### src/rtl/round_robin_arbiter_if.sv
// Request/grant bundle shared by the round-robin arbiter and its requesters.
// The arbiter attaches through the slave modport; requesters use master.
interface round_robin_arbiter_if #(
  parameter int N = 4
);
  localparam int IDW = $clog2(N);

  logic [N-1:0]   request;
  logic [N-1:0]   grant;
  logic           grant_valid;
  logic [IDW-1:0] grant_id;

  modport master (
    output request,
    input  grant,
    input  grant_valid,
    input  grant_id
  );

  modport slave (
    input  request,
    output grant,
    output grant_valid,
    output grant_id
  );
endinterface

### src/rtl/round_robin_arbiter.sv
// Round-robin arbiter with a rotating pointer, single registered owner and
// a hold limit that preempts a long-running owner when others are waiting.
module round_robin_arbiter #(
  parameter int N        = 4,
  parameter int MAX_HOLD = 8
) (
  input  logic                 clk,
  input  logic                 rst_n,
  round_robin_arbiter_if.slave bus
);
  localparam int         IDW       = $clog2(N);
  localparam logic [7:0] HOLD_LAST = 8'(MAX_HOLD - 1);

  localparam logic [0:0] ST_IDLE = 1'b0;
  localparam logic [0:0] ST_BUSY = 1'b1;

  logic [0:0]     state_reg,    state_next;
  logic [IDW-1:0] ptr_reg,      ptr_next;
  logic [7:0]     hold_cnt_reg, hold_cnt_next;
  logic [N-1:0]   grant_reg,    grant_next;
  logic [IDW-1:0] grant_id_reg, grant_id_next;

  logic [N-1:0]   cand;
  logic [N-1:0]   rot;
  logic [N-1:0]   win_onehot;
  logic [IDW-1:0] off;
  logic [IDW-1:0] win_id;
  logic [IDW-1:0] win_ptr;
  logic           found;
  logic           owner_req;
  logic           take_new;

  // (a + b) mod N for operands already in 0..N-1
  function automatic logic [IDW-1:0] wrap_add(input logic [IDW-1:0] a,
                                              input logic [IDW-1:0] b);
    logic [IDW:0] s;
    s = {1'b0, a} + {1'b0, b};
    if (s >= (IDW+1)'(N)) begin
      s = s - (IDW+1)'(N);
    end
    return s[IDW-1:0];
  endfunction

  // The owner is masked out, so after a release or preemption it ranks last;
  // in IDLE grant_reg is zero and every requester is a candidate.
  assign cand      = bus.request & ~grant_reg;
  assign owner_req = |(bus.request & grant_reg);
  assign found     = |cand;

  // rot[k] is the candidate k positions after the pointer
  for (genvar gi = 0; gi < N; gi++) begin : g_rot
    assign rot[gi] = cand[wrap_add(ptr_reg, IDW'(gi))];
  end

  always_comb begin
    off = '0;
    for (int k = N - 1; k >= 0; k--) begin
      if (rot[k]) begin
        off = IDW'(k);
      end
    end
  end

  assign win_id  = wrap_add(ptr_reg, off);
  assign win_ptr = (win_id == IDW'(N - 1)) ? '0 : win_id + 1'b1;

  for (genvar gi = 0; gi < N; gi++) begin : g_onehot
    assign win_onehot[gi] = (win_id == IDW'(gi));
  end

  always_comb begin
    state_next    = state_reg;
    ptr_next      = ptr_reg;
    hold_cnt_next = hold_cnt_reg;
    grant_next    = grant_reg;
    grant_id_next = grant_id_reg;
    take_new      = 1'b0;

    if (state_reg == ST_IDLE) begin
      if (found) begin
        take_new = 1'b1;
      end
    end else begin
      if (!owner_req) begin
        // Release wins over a coincident timeout.
        if (found) begin
          take_new = 1'b1;
        end else begin
          state_next    = ST_IDLE;
          grant_next    = '0;
          hold_cnt_next = '0;
        end
      end else if (hold_cnt_reg == HOLD_LAST && found) begin
        take_new = 1'b1;
      end else if (hold_cnt_reg != HOLD_LAST) begin
        hold_cnt_next = hold_cnt_reg + 8'd1;
      end
    end

    if (take_new) begin
      state_next    = ST_BUSY;
      grant_next    = win_onehot;
      grant_id_next = win_id;
      ptr_next      = win_ptr;
      hold_cnt_next = '0;
    end
  end

  always_ff @(posedge clk or negedge rst_n) begin
    if (!rst_n) begin
      state_reg    <= ST_IDLE;
      ptr_reg      <= '0;
      hold_cnt_reg <= '0;
      grant_reg    <= '0;
      grant_id_reg <= '0;
    end else begin
      state_reg    <= state_next;
      ptr_reg      <= ptr_next;
      hold_cnt_reg <= hold_cnt_next;
      grant_reg    <= grant_next;
      grant_id_reg <= grant_id_next;
    end
  end

  assign bus.grant       = grant_reg;
  assign bus.grant_valid = |grant_reg;
  assign bus.grant_id    = grant_id_reg;
endmodule

### src/flat_wrapper.sv
// flat-port wrapper written by rule: the top's interface ports become plain ports
module round_robin_arbiter_flat 
#(
  parameter int N        = 4,
  parameter int MAX_HOLD = 8
)
  (clk, rst_n, bus_request, bus_grant, bus_grant_valid, bus_grant_id);
  round_robin_arbiter_if #(.N(N)) bus_i ();
  input  logic clk;
  input  logic rst_n;
  input wire logic [$bits(bus_i.request)-1:0] bus_request;
  output wire logic [$bits(bus_i.grant)-1:0] bus_grant;
  output wire logic [$bits(bus_i.grant_valid)-1:0] bus_grant_valid;
  output wire logic [$bits(bus_i.grant_id)-1:0] bus_grant_id;
  assign bus_i.request = bus_request;
  assign bus_grant = bus_i.grant;
  assign bus_grant_valid = bus_i.grant_valid;
  assign bus_grant_id = bus_i.grant_id;
  round_robin_arbiter #(.N(N), .MAX_HOLD(MAX_HOLD)) u_core (.clk(clk), .rst_n(rst_n), .bus(bus_i));
endmodule
### config.mk
export PLATFORM = sky130hd
export DESIGN_NAME = round_robin_arbiter_flat
export DESIGN_NICKNAME = d
export VERILOG_FILES = /design/src/rtl/round_robin_arbiter_if.sv /design/src/rtl/round_robin_arbiter.sv /design/src/flat_wrapper.sv
export SDC_FILE = /design/constraint.sdc
export NUM_CORES = 1
export LEC_CHECK = 0
export ABC_AREA = 1
export BUFFER_PORTS_ARGS = -buffer_cell sky130_fd_sc_hd__buf_2
export CORE_ASPECT_RATIO = 1.4
export CORE_MARGIN = 4
export CORE_UTILIZATION = 50
export CTS_BUF_LIST = sky130_fd_sc_hd__clkbuf_4
export CTS_CLUSTER_SIZE = 12
export DETAILED_ROUTE_END_ITERATION = 6
export PLACE_DENSITY = 0.7
export RECOVER_POWER = 50
export SETUP_SLACK_MARGIN = 0.1
export SLEW_MARGIN = 20
export SYNTH_ARGS = -nofsm -noshare
export SYNTH_HDL_FRONTEND = slang
export SYNTH_SLANG_ARGS = --single-unit
### constraint.sdc
create_clock -name clk -period 5.5 [get_ports clk]
set_input_delay 0.825 -clock clk [delete_from_list [all_inputs] [get_ports clk]]
set_output_delay 0.825 -clock clk [all_outputs]
set_load 0.02 [all_outputs]
==> results.sh, run 1 <==
export IMPL_antenna_found_initial=0
export IMPL_finalSetupViolations=0
export IMPL_fin_crit_sh=0.440
export IMPL_status="complete, no violations"
export IMPL_grt_total_usage=0.162
export IMPL_required_ns=5.69
export IMPL_ys_seq_area_frac=0.372
export IMPL_die_height_um=64.6
export IMPL_cts_root_buf="clkbuf_4"
export IMPL_clkSinkCount=17
export IMPL_largest_reg_flops=8
export IMPL_final_cells=188
export IMPL_numCtsBuffers=3
export IMPL_gp_congestion=0.798
export IMPL_power_switching_uw=386
export IMPL_rsz0062_at_grt="false"
export IMPL_comb_power_share=0.651
export IMPL_startpoint_type="input port"
export IMPL_core_area_um2=2180
export IMPL_ys_ff_latch=17
export IMPL_hold_viol=0
export IMPL_die_area_um2=3130
export IMPL_die_x_um=48.4
export IMPL_syn_avg_cell_area_um2=7.63
export IMPL_yosysUniqueCellTypes=22
export IMPL_grt_pass1_wl_um=4010
export IMPL_fin_crit_ns=2.42
export IMPL_synth_top_family_by_area="simple AND/OR/NAND/NOR gates"
export IMPL_wl_um=2270
export IMPL_dp_cells=184
export IMPL_crit_type="in -> reg"
export IMPL_multi_input_area_um2=642
export IMPL_drive_above_1_share=0.259
export IMPL_synth_compound_area_share=0.0415
export IMPL_relSlewSlack=0.408
export IMPL_clk_path_buf_depth=2
export IMPL_nets=176
export IMPL_pin_count=13
export IMPL_max_freq_ghz=0.413
export IMPL_p_clk_frac=0.095
export IMPL_cts_resized=0
export IMPL_dp_hpwl_um=1810
export IMPL_htree_levels=1
export IMPL_num_rows=20
export IMPL_tns_ns=0
export IMPL_worstSetupEndpointType="register"
export IMPL_numPortBuffers=12
export IMPL_clk_pin_slew_worst_paths_ns=0.09
export IMPL_synth_area_um2=1140
export IMPL_initial_utilization=0.526
export IMPL_p_seq_frac=0.254
export IMPL_synthAdderAreaFrac=0.0328
export IMPL_synth_simple_area_share=0.447
export IMPL_grt_max_degree=18
export IMPL_avgRoutedWirePerCell_um=12.1
export IMPL_drt_iter0_markers=25
export IMPL_postCtsSetupRepairBufs=0
export IMPL_power_per_cell_area_nw_per_um2=602
export IMPL_hold_ws_ns=0.488
export IMPL_yosysWarnings=0
export IMPL_area_delta_synth_final_pct=9.29
export IMPL_ir_drop_mv=0.362
export IMPL_p_int_uw=367
export IMPL_cts_tree="built"
export IMPL_worstMarginPinSlew_ns=0.887
export IMPL_grt_pass1_vias=973
export IMPL_vias=997
export IMPL_maxCapViolCount=0
export IMPL_fillers=201
export IMPL_worstPathArrival_ns=2.61
export IMPL_ctsHoldBuffers=0
export IMPL_path_max_fanout=4
export IMPL_min_path_type="reg -> reg"
export IMPL_drc_errors=0
export IMPL_synthCells=150
export IMPL_num_antenna_cells=0
export IMPL_clk_latency_ns=0.29
export IMPL_first_pass_iters=4
export IMPL_seqCellArea_um2=425
export IMPL_postRouteAntennaNets=0
export IMPL_grt_overflow=0
export IMPL_maxSlewViolCount=0
export IMPL_syn_nets=159
export IMPL_vias_per_cell=5.30
export IMPL_finClkSkew_ns=0.00313
export IMPL_p_leak_uw=0.000645
export IMPL_p_sw_frac=0.513
export IMPL_synth_xor_area_frac=0.0459
export IMPL_synthMuxAreaShare=0
[metal layers]
| metal | track usage | wire length (um) |
|---|---|---|
| met5 | 0 | 0 |
| met4 | 0.0934 | 61 |
| met3 | 0.0207 | 72 |
| met2 | 0.317 | 1260 |
| met1 | 0.156 | 875 |
[stage by stage]
step	power [uW]	util	setup WS (ns)	instance area (um2)
2_1_floorplan	587	-	3.11	1140
3_3_place_gp	677	0.566	2.90	1230
3_5_place_dp	694	0.566	2.84	1230
4_1_cts	769	0.580	3.14	1260
5_1_grt	833	0.575	2.86	1250
6_report	753	0.575	3.08	1250
[cell families (layout without fill, tap and decap cells)]
kind of cell             count (synthesis)  after routing
buffers and inverters                   18             34
AND/OR/NAND/NOR                         97             97
XOR/XNOR                                 6              6
adder cells (fa/ha/maj)                  3              3
AO/OA/AOI/OAI                            9              9
flip-flops                              17             17
[worst max-delay path: stages]
cell      delay, ns
clkbuf_1       0.18
nand3_1        0.15
nand3_1        0.11
nand2_1        0.09
a31oi_1        0.14
nor2_1         0.06
ha_1           0.18
xor2_1         0.20
inv_1          0.08
nand3_2        0.10
nand2_2        0.07
ha_1           0.29
nand2_1        0.07
o21ai_0        0.07
[power by group through the flow]
stage	combinational, uW	sequential, uW	clock [uW]
detailed placement	501	194	0
floorplan	377	210	0
CTS	504	191	74.2
finish	490	192	71.6
global placement	484	194	0
global route	558	197	78.0
[synth_stat cells (all sizes together)]
library cell	count	area, um2
inv	18	70.1
nor2	14	77.6
dfrtp	17	425
xor2	6	52.6
nor3b	1	12.5
nand4	2	12.5
o21ai	7	35.0
nor3	4	25.0
a31oi	1	6.26
ha	3	37.5
nand2	53	244
o22ai	1	6.26
nand3	23	140
[final timing paths]
check	from	endpoint	slack, ns	cells past startpoint
worst max-delay path	bus_request[1]	u_core.ptr_reg[1]	3.08	14
worst min-delay path	u_core.bus.grant_id[1]	u_core.bus.grant_id[1]	0.49	2
max in group asynchronous	rst_n	u_core.hold_cnt_reg[0]	4.34	1
worst max register to register	u_core.ptr_reg[0]	u_core.ptr_reg[1]	3.16	16
min in group asynchronous	rst_n	u_core.ptr_reg[1]	0.62	1
worst min register to register	u_core.bus.grant_id[1]	u_core.bus.grant_id[1]	0.49	2
[layout make-up]
type | count | share of cell area
well taps | 22 | 0.0220
flip-flops and latches | 17 | 0.340
clock buffers | 4 | 0.0240
multi-input cells | 115 | 0.513
repair buffers | 12 | 0.0450
inverters | 18 | 0.0560
[cells in the final DEF, fill, tap and decap left out, drive strengths merged]
cell type	instances
buf	9
nor2	14
a31oi	1
o22ai	1
inv	18
nand2	53
xor2	6
clkbuf	7
nand4	2
dfrtp	17
ha	3
nor3b	1
o21ai	7
nor3	4
nand3	23
No activity file was read; power rests on OpenSTA's default activity.
==> run 2, diff against run 1 <==
==> constraint.sdc (replaced) <==
create_clock -name clk -period 2.3 [get_ports clk]
set_input_delay 0.345 -clock clk [delete_from_list [all_inputs] [get_ports clk]]
set_output_delay 0.345 -clock clk [all_outputs]
set_load 0.02 [all_outputs]
==> run 2 against run 1 <==
  * Clock power increased by 140%
  * Sequential power up 140%
  * Global-route usage grew 1.0 points
  * Critical path depth is 1 higher
  * Total power rose to 2.9 times the previous value
  * Die area unchanged
  * Clock-buffer cell count unchanged
  * First-iteration DRC count down 28%
  * Setup slack got worse by 2.9 ns
  * Register-to-register slack got worse by 3.0 ns
  * Non-clock buffer count increased by 10
  * Largest power group unchanged
  * Highest routed layer unchanged
==> results.sh, run 2 (synthesis gave the netlist of run 1 again) <==
export IMPL_die_area_um2=3130
export IMPL_r2r_slack_ns=0.13
export IMPL_gp_congestion=0.772
export IMPL_antenna_found_initial=0
export IMPL_worstMarginPinSlew_ns=0.900
export IMPL_required_ns=2.52
export IMPL_r2r_start="u_core.bus.grant[0]"
export IMPL_htree_levels=1
export IMPL_clk_latency_ns=0.30
export IMPL_grt_pass1_vias=1108
export IMPL_drt_iter0_markers=18
export IMPL_postRouteAntennaNets=0
export IMPL_drc_errors=0
export IMPL_drive_above_1_share=0.352
export IMPL_final_common_cell="nand2_1"
export IMPL_clk_path_buf_depth=2
export IMPL_dp_hpwl_um=1900
export IMPL_nets=186
export IMPL_pin_count=13
export IMPL_r2r_end="u_core.ptr_reg[1]"
export IMPL_crit_type="reg -> reg"
export IMPL_worstSetupEndpointType="register"
export IMPL_hold_ws_ns=0.465
export IMPL_num_antenna_cells=0
export IMPL_p_clk_frac=0.079
export IMPL_ir_drop_mv=0.860
export IMPL_power_per_cell_area_nw_per_um2=1600
export IMPL_grt_max_degree=18
export IMPL_reg2reg_depth=15
export IMPL_cts_root_buf="clkbuf_4"
export IMPL_grt_pass1_wl_um=4330
export IMPL_p_int_uw=1120
export IMPL_fin_crit_ns=2.17
export IMPL_grt_total_usage=0.173
export IMPL_p_leak_uw=0.000700
export IMPL_initial_utilization=0.526
export IMPL_clk_pin_slew_worst_paths_ns=0.10
export IMPL_finClkSkew_ns=0.0102
export IMPL_die_height_um=64.6
export IMPL_p_seq_frac=0.213
export IMPL_power_switching_uw=1070
export IMPL_path_max_fanout=4
export IMPL_finalSetupViolations=0
export IMPL_vias_per_cell=5.43
export IMPL_placed_area_um2=1250
export IMPL_min_to="u_core.state_reg"
export IMPL_fin_crit_sh=0.942
export IMPL_avgRoutedWirePerCell_um=13.0
export IMPL_maxCapViolCount=0
export IMPL_max_freq_ghz=0.461
export IMPL_maxSlewViolCount=0
export IMPL_area_delta_synth_final_pct=20.0
export IMPL_startpoint_type="register"
export IMPL_first_pass_iters=4
export IMPL_core_area_um2=2180
export IMPL_fillers=207
export IMPL_hp_start="bus_request[0]"
export IMPL_clkSinkCount=17
export IMPL_cts_tree="built"
export IMPL_numCtsBuffers=3
export IMPL_wl_um=2580
export IMPL_grt_overflow=0
export IMPL_comb_power_share=0.708
export IMPL_worstPathArrival_ns=2.39
export IMPL_die_x_um=48.4
export IMPL_relSlewSlack=0.400
export IMPL_rsz0062_at_grt="true"
export IMPL_status="complete, no violations"
export IMPL_layout_common_cells="36 x nand2_1, 17 x nand3_1, 15 x dfrtp_1, 14 x nand2_2"
export IMPL_p_sw_frac=0.490
export IMPL_largest_reg_flops=8
export IMPL_hold_path_depth=5
export IMPL_hold_viol=0
export IMPL_stdcell_area_um2=1370
export IMPL_numPortBuffers=12
export IMPL_num_rows=20
export IMPL_min_path_type="in -> reg"
export IMPL_vias=1076
[run 2: worst max path at each step]
stage,cells after the start,from,endpoint,slack [ns]
floorplan,16,u_core.ptr_reg[0],u_core.ptr_reg[1],0.15
global placement,16,u_core.ptr_reg[0],u_core.ptr_reg[1],0.09
detailed placement,16,u_core.ptr_reg[0],u_core.ptr_reg[1],0.03
CTS,16,u_core.ptr_reg[0],u_core.ptr_reg[1],0.12
global route,15,u_core.ptr_reg[0],u_core.ptr_reg[1],-0.03
finish,15,u_core.bus.grant[0],u_core.ptr_reg[1],0.13
[run 2: cell type report]
type,count,area [um2],share of cell area
clock buffer,4,30.0,0.0219
inverter,18,72.6,0.0528
multi-input combinational,115,682,0.496
sequential,17,428,0.311
tap,22,27.5,0.0200
timing repair buffer,22,134,0.0974
[run 2: worst max-delay path: stages (launching register included)]
cell	delay [ns]
dfrtp_1	0.42
inv_1	0.13
nand3_1	0.14
nand2_1	0.12
nand2_2	0.06
nand2_2	0.06
a31oi_1	0.04
nor2_1	0.14
ha_2	0.22
xor2_2	0.16
inv_1	0.08
nand3_2	0.11
nand2_4	0.07
ha_4	0.26
nand2_2	0.03
o21ai_1	0.06
[run 2: metal layers]
metal,routed length [um],vias to the layer above,track usage,share of wire
met5,0,-,0,0
met4,98,0,0.107,0.038
met3,89,11,0.0161,0.034
met2,1450,23,0.342,0.56
met1,941,506,0.163,0.36
li1,-,536,-,-
[run 2: metrics by stage]
stage | util | setup WS (ns) | instances | power, uW | TNS (ns)
after CTS | 0.605 | 0.123 | 193 | 1910 | 0
after global routing | 0.631 | -0.0318 | 198 | 2400 | -0.0318
after global placement | 0.576 | 0.0913 | 187 | 1660 | 0
after floorplan | - | 0.154 | 150 | 1400 | 0
final | 0.631 | 0.133 | 198 | 2190 | 0
after detailed placement | 0.576 | 0.0320 | 187 | 1690 | 0
[run 2: what timing repair did]
| action | 4_1_cts | 5_1_grt |
|---|---|---|
| endpoints found under the hold margin | 17 | 0 |
| hold buffers | 1 | 0 |
| setup buffers | 1 | 5 |
| setup endpoints to repair | 3 | 3 |
| pin swaps | 0 | 9 |
| cloned | 0 | 0 |
| resized for setup | 4 | 9 |
[run 2: power by group through the flow]
stage | combinational, uW | clock [uW] | sequential [uW]
final | 1550 | 173 | 468
after global routing | 1730 | 187 | 483
after CTS | 1270 | 181 | 468
after detailed placement | 1220 | 0 | 466
after global placement | 1200 | 0 | 461
after floorplan | 902 | 0 | 502
